$ cat config.mk
export PLATFORM = sky130hd
export DESIGN_NAME = cla_adder_pipe
export DESIGN_NICKNAME = d
export VERILOG_FILES = /design/src/rtl/cla_adder_pipe.sv
export SDC_FILE = /design/constraint.sdc
export NUM_CORES = 1
export LEC_CHECK = 0
export ABC_AREA = 1
export CAP_MARGIN = 20
export CELL_PAD_IN_SITES_DETAIL_PLACEMENT = 0
export CELL_PAD_IN_SITES_GLOBAL_PLACEMENT = 2
export CORE_UTILIZATION = 29
export CTS_CLUSTER_SIZE = 25
export DETAILED_ROUTE_END_ITERATION = 7
export HOLD_SLACK_MARGIN = 0.03
export MAX_ROUTING_LAYER = met4
export PLACE_DENSITY = 0.79
export SETUP_SLACK_MARGIN = 0.5
export SYNTH_ARGS = -nofsm -noshare
export SYNTH_HDL_FRONTEND = slang
export SYNTH_SLANG_ARGS = --single-unit
$ cat constraint.sdc
create_clock -name clk -period 2.64 [get_ports clk]
set_input_delay 0.528 -clock clk [delete_from_list [all_inputs] [get_ports clk]]
set_output_delay 0.528 -clock clk [all_outputs]
set_load 0.05 [all_outputs]
$ cat src/rtl/cla_adder_pipe.sv
// Two-stage pipelined carry-lookahead adder/subtractor with valid/ready flow control.
// Stage 1 registers bit and group generate/propagate; stage 2 resolves carries and registers the result.
module cla_adder_pipe #(
  parameter int WIDTH      = 8,
  parameter int GROUP_SIZE = 4
) (
  input  logic                          clk,
  input  logic                          rst_n,
  input  logic                          in_valid,
  output logic                          in_ready,
  input  logic [WIDTH-1:0]              a,
  input  logic [WIDTH-1:0]              b,
  input  logic                          carry_in,
  input  logic                          sub,
  output logic                          out_valid,
  input  logic                          out_ready,
  output logic [WIDTH-1:0]              sum,
  output logic                          carry_out,
  output logic                          overflow,
  output logic [WIDTH/GROUP_SIZE-1:0]   grp_g,
  output logic [WIDTH/GROUP_SIZE-1:0]   grp_p
);

  localparam int NG = WIDTH / GROUP_SIZE;

  if (WIDTH < 4 || WIDTH > 64 || (WIDTH % GROUP_SIZE) != 0 ||
      !(GROUP_SIZE == 2 || GROUP_SIZE == 4 || GROUP_SIZE == 8)) begin : g_param_check
    $error("cla_adder_pipe: illegal WIDTH/GROUP_SIZE combination");
  end

  // Collapse one group's bit g/p into its group {G, P}, scanning from LSB to MSB.
  function automatic logic [1:0] group_gp(input logic [GROUP_SIZE-1:0] g_bits,
                                          input logic [GROUP_SIZE-1:0] p_bits);
    logic g_acc;
    logic p_acc;
    g_acc = 1'b0;
    p_acc = 1'b1;
    for (int j = 0; j < GROUP_SIZE; j++) begin
      g_acc = g_bits[j] | (p_bits[j] & g_acc);
      p_acc = p_acc & p_bits[j];
    end
    return {g_acc, p_acc};
  endfunction

  logic [WIDTH-1:0] w_b_eff;
  logic [WIDTH-1:0] w_p;
  logic [WIDTH-1:0] w_g;
  logic             w_cin_eff;
  logic [NG-1:0]    w_grp_g;
  logic [NG-1:0]    w_grp_p;

  assign w_b_eff   = sub ? ~b : b;
  assign w_cin_eff = sub | carry_in;
  assign w_p       = a ^ w_b_eff;
  assign w_g       = a & w_b_eff;

  for (genvar gi = 0; gi < NG; gi++) begin : g_grp
    assign {w_grp_g[gi], w_grp_p[gi]} =
      group_gp(w_g[gi*GROUP_SIZE +: GROUP_SIZE], w_p[gi*GROUP_SIZE +: GROUP_SIZE]);
  end

  logic             r_s1_valid;
  logic [WIDTH-1:0] r_s1_p;
  logic [WIDTH-1:0] r_s1_g;
  logic             r_s1_cin;
  logic [NG-1:0]    r_s1_grp_g;
  logic [NG-1:0]    r_s1_grp_p;

  logic             r_out_valid;
  logic [WIDTH-1:0] r_sum;
  logic             r_carry_out;
  logic             r_overflow;
  logic [NG-1:0]    r_grp_g;
  logic [NG-1:0]    r_grp_p;

  logic             w_adv2;
  logic             w_accept;
  logic             w_s1_move;

  assign w_adv2    = ~r_out_valid | out_ready;
  assign in_ready  = ~r_s1_valid | w_adv2;
  assign w_accept  = in_valid & in_ready;
  assign w_s1_move = r_s1_valid & w_adv2;

  // Group carries ripple across NG groups, then each group ripples at most GROUP_SIZE-1 bits.
  logic [NG:0]    w_c_grp;
  logic [WIDTH:0] w_c;

  always_comb begin
    w_c_grp    = '0;
    w_c        = '0;
    w_c_grp[0] = r_s1_cin;
    for (int k = 0; k < NG; k++) begin
      w_c_grp[k+1] = r_s1_grp_g[k] | (r_s1_grp_p[k] & w_c_grp[k]);
    end
    for (int k = 0; k < NG; k++) begin
      w_c[k*GROUP_SIZE] = w_c_grp[k];
      for (int j = 0; j < GROUP_SIZE - 1; j++) begin
        w_c[k*GROUP_SIZE+j+1] = r_s1_g[k*GROUP_SIZE+j] |
                                (r_s1_p[k*GROUP_SIZE+j] & w_c[k*GROUP_SIZE+j]);
      end
    end
    w_c[WIDTH] = w_c_grp[NG];
  end

  always_ff @(posedge clk or negedge rst_n) begin
    if (!rst_n) begin
      r_s1_valid <= 1'b0;
      r_s1_p     <= '0;
      r_s1_g     <= '0;
      r_s1_cin   <= 1'b0;
      r_s1_grp_g <= '0;
      r_s1_grp_p <= '0;
    end else if (w_accept) begin
      r_s1_valid <= 1'b1;
      r_s1_p     <= w_p;
      r_s1_g     <= w_g;
      r_s1_cin   <= w_cin_eff;
      r_s1_grp_g <= w_grp_g;
      r_s1_grp_p <= w_grp_p;
    end else if (w_s1_move) begin
      r_s1_valid <= 1'b0;
    end
  end

  always_ff @(posedge clk or negedge rst_n) begin
    if (!rst_n) begin
      r_out_valid <= 1'b0;
      r_sum       <= '0;
      r_carry_out <= 1'b0;
      r_overflow  <= 1'b0;
      r_grp_g     <= '0;
      r_grp_p     <= '0;
    end else if (w_s1_move) begin
      r_out_valid <= 1'b1;
      r_sum       <= r_s1_p ^ w_c[WIDTH-1:0];
      r_carry_out <= w_c[WIDTH];
      r_overflow  <= w_c[WIDTH] ^ w_c[WIDTH-1];
      r_grp_g     <= r_s1_grp_g;
      r_grp_p     <= r_s1_grp_p;
    end else if (out_ready) begin
      r_out_valid <= 1'b0;
    end
  end

  assign out_valid = r_out_valid;
  assign sum       = r_sum;
  assign carry_out = r_carry_out;
  assign overflow  = r_overflow;
  assign grp_g     = r_grp_g;
  assign grp_p     = r_grp_p;

endmodule
==> results of run 1 <==
[cell usage after synthesis, drive strengths merged]
cell type,n,area share
buf,6,0.028
ha,14,0.10
nand4,2,0.0072
nand2,89,0.20
or2,4,0.014
a21oi,1,0.0029
dfrtp,35,0.50
inv,10,0.022
clkinv,1,0.0022
xor2,10,0.050
nor2,8,0.017
nand3,8,0.026
o21ai,10,0.029
[path summary, 6_finish.rpt]
check | slack, ps | endpoint | cells past startpoint
worst max-delay path | 630 | sum[7]$_DFFE_PN0P_ | 10
worst min-delay path | 480 | sum[2]$_DFFE_PN0P_ | 2
worst max register to register | 630 | sum[7]$_DFFE_PN0P_ | 10
worst min register to register | 480 | sum[2]$_DFFE_PN0P_ | 2
max in group asynchronous | 1680 | sum[6]$_DFFE_PN0P_ | 2
min in group asynchronous | 660 | r_s1_g[1]$_DFFE_PN0P_ | 2
[stage by stage]
step / hold slack [ps] / setup WS [ps] / utilization / power [mW]
final: 477 / 628 / 0.405 / 1.98
after global routing: 500 / 511 / 0.405 / 2.12
after CTS: 481 / 515 / 0.400 / 1.99
after detailed placement: 466 / 404 / 0.386 / 1.64
after global placement: 464 / 407 / 0.386 / 1.64
after floorplan: 232 / 589 / - / 1.33
[repair_timing]
action                                  in CTS  in global routing
setup buffers                                0                  1
gates resized for setup                      1                  5
pin swaps                                    1                  2
endpoints found under the setup margin       2                  2
hold endpoints to repair                     0                  0
[registers in the layout (all words and copies together), names as in the netlist]
register and count:
grp_g 2, r_s1_g 6, r_s1_cin 1, out_valid 1, overflow 1, r_s1_grp_p 2
carry_out 1, grp_p 2, r_s1_valid 1, sum 8, r_s1_grp_g 2, r_s1_p 8
[worst reg2reg max path, delay by kind of cell, from the launching register on]
| family | cells | cell delay [ps] |
|---|---|---|
| AO/OA/AOI/OAI | 1 | 70 |
| adder cells (fa/ha/maj) | 3 | 520 |
| flip-flops | 1 | 400 |
| XOR/XNOR | 1 | 150 |
| AND/OR/NAND/NOR | 5 | 780 |
[routing by layer]
metal	part of all wire	wire length, um
met3	0.044	142
met5	0	0
met4	0.018	59
met2	0.38	1260
met1	0.55	1810
[cell type report]
type	instances	area share
Multi-Input combinational cell	146	0.347
Tap cell	72	0.0395
Timing Repair Buffer	41	0.180
Sequential cell	35	0.384
Inverter	11	0.0181
Clock buffer	6	0.0318
[placed cells by master, fill, tap and decap left out, drive strengths merged]
cell type      count
nand3              8
o21ai             10
clkinv             1
buf                5
a21oi              1
clkdlybuf4s50     36
inv               10
dfrtp             35
ha                14
nand2             89
clkbuf             6
xor2              10
nand4              2
nor2               8
or2                4
[power by group through the flow]
stage	logic [mW]	registers, mW	clock network (mW)
after floorplan	0.265	1.07	0
after global placement	0.871	0.766	0
after detailed placement	0.866	0.769	0
after CTS	0.872	0.761	0.354
after global routing	0.963	0.780	0.373
final	0.877	0.760	0.339
[logic make-up (layout without fill, tap and decap cells)]
group	Yosys count	count (layout)	synth area share
compound gates	11	11	0.0317
fa+ha+maj	14	14	0.101
xor+xnor	10	10	0.0505
buf+inv	17	58	0.0519
simple gates	111	111	0.260
flops	35	35	0.505
==> results.txt, run 1 <==
status: completed
Die X: 79.4 um
M2 GR Usage: 0.169
nets@finish: 276
fill count: 585
fmax: 497 MHz
Slew Viols, Final: 0
drt pass-1 iters: 4
arrival time worst endpoint: 2170 ps
largest net degree at the start of global routing: 36
Starting Density: 0.308
number of global-route vias before repair: 1241
Iter 0 DRT Violations: 45
switching pwr: 0.801 mW
clock power share: 0.172
wire per inst: 10.5 um
Sequential Power Share: 0.385
crit path buf inv count: 0
met1 usage: 0.172
final worst-path cycle share: 0.762
die footprint: 0.00630 mm2
DP Area: 0.00218 mm2
Crit Path Class: flop to flop
Die Ht: 79.4 um
vias post-DR: 1284
Worst R2R Start: r_s1_cin$_DFFE_PN0P_
ANT cells: 0
Final HPWL DP: 2520 um
clock root cell: clkbuf_8
Final min period: 2010 ps
Fin Clk Skew: 4.11 ps
total wire length: 3260 um
CTS tree: yes
Layout area overhead: 31.5%
synthesized instance count: 198
CTS Hold Bufs: 0
Rows: 27
Routed Antenna Nets: 0
clk slew on worst S/H paths: 60 ps
CP endpoint kind: flop
# IOs: 38
Gate power share: 0.444
TNS Setup: 0 ps
Max stage delay on crit path: 400 ps
GRT met3 Usage: 0.0241
design area: 0.00228 mm2
worst-skew pair later-pin latency: 280 ps
VDD IR max: 0.393 mV
final setup fails: 0
crit path max fanout: 3
RSZ-0062 raised after global routing: false
layout cell share with drive strength beyond 1: 0.0837
Tot GR Track Use: 0.123
critical-path cell list: nand2_1, nand2_1, ha_1, or2_2, ha_1, or2_4, ha_4, nor2_4, xor2_1, o21ai_1
syn nets: 234
Placed Cells: 304
multi-input logic area: 792 um2
drt drc: 0
Avg Inst Size Synth: 8.76 um2
core area: 0.00564 mm2
yosys warns: 0
Worst setup SP type: flop
CP max stage cell: dfrtp_1
Post-Layout Cell Count: 311
register area: 876 um2
HP Class: flop to flop
Hold Fails Final Rpt: 0
grt peak-use layer: met1
Clock Path Buffers: 2
clk sinks: 35
PwrDens: 866 mW/mm2
WP data required: 2800 ps
Vias/cell: 4.13
post-synthesis sequential area ratio: 0.505
Final GP Congestion: 0.709
H-tree depth: 2
first-pass GRT wire length: 5820 um
max_slew headroom: 0.669
hold path startpoint: sum[2]$_DFFE_PN0P_
CTS Buf Count: 5
Switching Share: 0.406
critical path launch point: r_s1_cin$_DFFE_PN0P_
P_leak: 1.15 nW
synthesized area: 0.00174 mm2
Netlist cell types: 17
overflow left after global routing: 0
Max Cap Violations: 0
synthesized flop and latch total: 35
worst-margin pin slew: 495 ps
critical path's top delay family: simple AND/OR/NAND/NOR gates
initial antenna violation count: 0
Internal: 1.17 mW
PortBufs: 37
(Power assumes the default switching activity.)
==> inputs of run 2 (changes only) <==
--- a/config.mk
+++ b/config.mk
@@ -9,12 +9,12 @@
 export CAP_MARGIN = 20
 export CELL_PAD_IN_SITES_DETAIL_PLACEMENT = 0
 export CELL_PAD_IN_SITES_GLOBAL_PLACEMENT = 2
-export CORE_UTILIZATION = 29
+export CORE_UTILIZATION = 27
 export CTS_CLUSTER_SIZE = 25
 export DETAILED_ROUTE_END_ITERATION = 7
 export HOLD_SLACK_MARGIN = 0.03
 export MAX_ROUTING_LAYER = met4
-export PLACE_DENSITY = 0.79
+export PLACE_DENSITY = 0.78
 export SETUP_SLACK_MARGIN = 0.5
 export SYNTH_ARGS = -nofsm -noshare
 export SYNTH_HDL_FRONTEND = slang
==> constraint.sdc (replaced) <==
create_clock -name clk -period 1.7 [get_ports clk]
set_input_delay 0.34 -clock clk [delete_from_list [all_inputs] [get_ports clk]]
set_output_delay 0.34 -clock clk [all_outputs]
set_load 0.05 [all_outputs]
==> results.txt, run 2 (synthesis results as in run 1) <==
status: complete, but fails checks
failing checks: setup timing
worst-skew pair later-pin latency: 290 ps (about the same)
switching pwr: 1.54 mW (+92%)
Starting Density: 0.286 (-0.0213)
fill count: 573 (-2.1%)
# IOs: 38 (unchanged)
reg2reg path depth: 10 (unchanged)
Sequential Power Share: 0.308 (-0.077)
CTS Buf Count: 5 (unchanged)
Clock Path Buffers: 2 (unchanged)
HP Class: primary input to asynchronous set/reset pin
number of global-route vias before repair: 1471 (+19%)
Tot GR Track Use: 0.141 (+0.0182)
most frequent cells in the layout: 60 x nand2_1, 34 x dfrtp_1, 31 x buf_6, 25 x buf_4, 18 x nand2_2
Fin Clk Skew: 6.86 ps (+2.76 ps)
Routed Antenna Nets: 0 (unchanged)
Crit Path Class: flop to flop
first-pass GRT wire length: 6820 um (+17%)
final setup fails: 6 (+6)
H-tree depth: 2 (unchanged)
Max Cap Violations: 0 (unchanged)
CTS Hold Bufs: 0 (unchanged)
Iter 0 DRT Violations: 19 (-58%)
Switching Share: 0.377 (-0.0284)
RSZ-0062 raised after global routing: true
wire per inst: 11.7 um (+12%)
Worst R2R Start: r_s1_cin$_DFFE_PN0P_
max_slew headroom: 0.728 (+0.0594)
multi-input logic area: 0.00109 mm2 (+38%)
fin worst setup slack: -248 ps (-876 ps)
TNS Setup: -920 ps (-920 ps)
Worst setup SP type: flop
initial antenna violation count: 0 (unchanged)
clock power share: 0.219 (+0.047)
Finished Core Util: 0.508 (+0.104)
Final GP Congestion: 0.722 (+1.9%)
clk slew on worst S/H paths: 70 ps (about the same)
CP endpoint kind: flop
final worst-path cycle share: 1.15 (+0.384)
commonest non-fill, non-tap cell in the layout: nand2_1
P_leak: 1.56 nW (+35%)
drt drc: 0 (unchanged)
layout cell share with drive strength beyond 1: 0.466 (+0.383)
Rows: 28 (+3.7%)
VDD IR max: 0.785 mV (+100%)
clock root cell: clkbuf_8
Layout area overhead: 77.5%
Die Ht: 82.2 um (+3.5%)
PwrDens: 1320 mW/mm2 (+53%)
nets@finish: 318 (+15%)
worst reg2reg endpoint: sum[3]$_DFFE_PN0P_
ANT cells: 0 (unchanged)
Internal: 2.54 mW (+120%)
Die X: 82.2 um (+3.5%)
pre-CTS WS: -195 ps (-599 ps)
Slew Viols, Final: 0 (unchanged)
overflow left after global routing: 0 (unchanged)
CTS tree: yes
Vias/cell: 4.24 (+2.8%)
Final min period: 1950 ps (-63.9 ps)
clk sinks: 35 (unchanged)
PortBufs: 37 (unchanged)
die footprint: 0.00675 mm2 (+7.2%)
largest net degree at the start of global routing: 36 (unchanged)
vias post-DR: 1519 (+18%)
worst-margin pin slew: 408 ps (-87.5 ps)
crit path max fanout: 2 (-1)
total wire length: 4190 um (+28%)
fmax: 513 MHz (+3.3%)
WP data required: 1880 ps (-920 ps)
drt pass-1 iters: 4 (unchanged)
Final HPWL DP: 2810 um (+11%)
register area: 877 um2 (+0.14%)
core area: 0.00606 mm2 (+7.4%)
Hold Fails Final Rpt: 0 (unchanged)
Gate power share: 0.473 (+0.029)
Worst R2R Setup Slack: -250 ps (-880 ps)
arrival time worst endpoint: 2130 ps (-40 ps)
[run 2: cell count changes in the layout (fill, tap and decap cells not counted), sizes merged]
cell / previous run / this run
clkdlybuf4s15: 0 / 1
clkbuf: 6 / 5
dlymetal6s2s: 0 / 1
dlygate4sd2: 0 / 10
bufinv: 0 / 2
clkdlybuf4s50: 36 / 8
nand2: 89 / 90
clkinvlp: 0 / 1
buf: 5 / 62
[run 2: cell type report]
class,instances,share of cell area
clock buffer,5,0.0223
clock inverter,3,0.0219
inverter,11,0.0146
multi-input combinational,147,0.355
sequential,35,0.285
tap,75,0.0305
timing repair buffer,82,0.271
[run 2: power groups by stage]
stage               Combinational [mW]  Clock (mW)  Sequential, mW
global route                      2.09       0.948            1.28
floorplan                        0.486           0            1.68
CTS                               1.74       0.914            1.23
global placement                  1.45           0            1.21
detailed placement                1.45           0            1.22
finish                            1.93       0.891            1.25
[run 2: repair_timing]
action / CTS / global route
buffers inserted: 16 / 10
resized for setup: 72 / 36
pin swaps: 36 / 18
endpoints found under the setup margin: 49 / 45
gates cloned: 2 / 0
[run 2: per-layer routing]
| metal | vias up | global-route usage | share of wire |
|---|---|---|---|
| li1 | 791 | - | - |
| met1 | 689 | 0.190 | 0.51 |
| met2 | 34 | 0.211 | 0.45 |
| met3 | 5 | 0.0264 | 0.028 |
| met4 | 0 | 0.0526 | 0.017 |
| met5 | - | - | 0 |
[run 2: metrics by stage]
step                power, mW  hold WS (ps)  cells  cell area [um2]
CTS                      3.89           425    348             2850
finish                   4.07           419    358             3080
detailed placement       2.66           467    322             2380
global placement         2.66           464    322             2380
global route             4.31           443    358             3080
floorplan                2.16          44.4    198             1850
[run 2: how the worst max path moves through the flow]
stage | start | slack [ps] | to
2_1_floorplan | r_s1_grp_p[0]$_DFFE_PN0P_ | -130 | sum[7]$_DFFE_PN0P_
3_3_place_gp | r_s1_grp_p[0]$_DFFE_PN0P_ | -150 | sum[7]$_DFFE_PN0P_
3_5_place_dp | r_s1_grp_g[0]$_DFFE_PN0P_ | -190 | sum[7]$_DFFE_PN0P_
4_1_cts | r_s1_cin$_DFFE_PN0P_ | -200 | sum[7]$_DFFE_PN0P_
5_1_grt | r_s1_cin$_DFFE_PN0P_ | -280 | sum[3]$_DFFE_PN0P_
6_report | r_s1_cin$_DFFE_PN0P_ | -250 | sum[3]$_DFFE_PN0P_
[run 2: worst max-delay path: stages, from the launching register on]
cell and delay, ps:
dfrtp_1 400, buf_4 140, buf_6 110, ha_4 140
or2_4 230, ha_4 150, or2_4 230, ha_4 160
nor2_4 70, xor2_1 140, o21ai_1 70
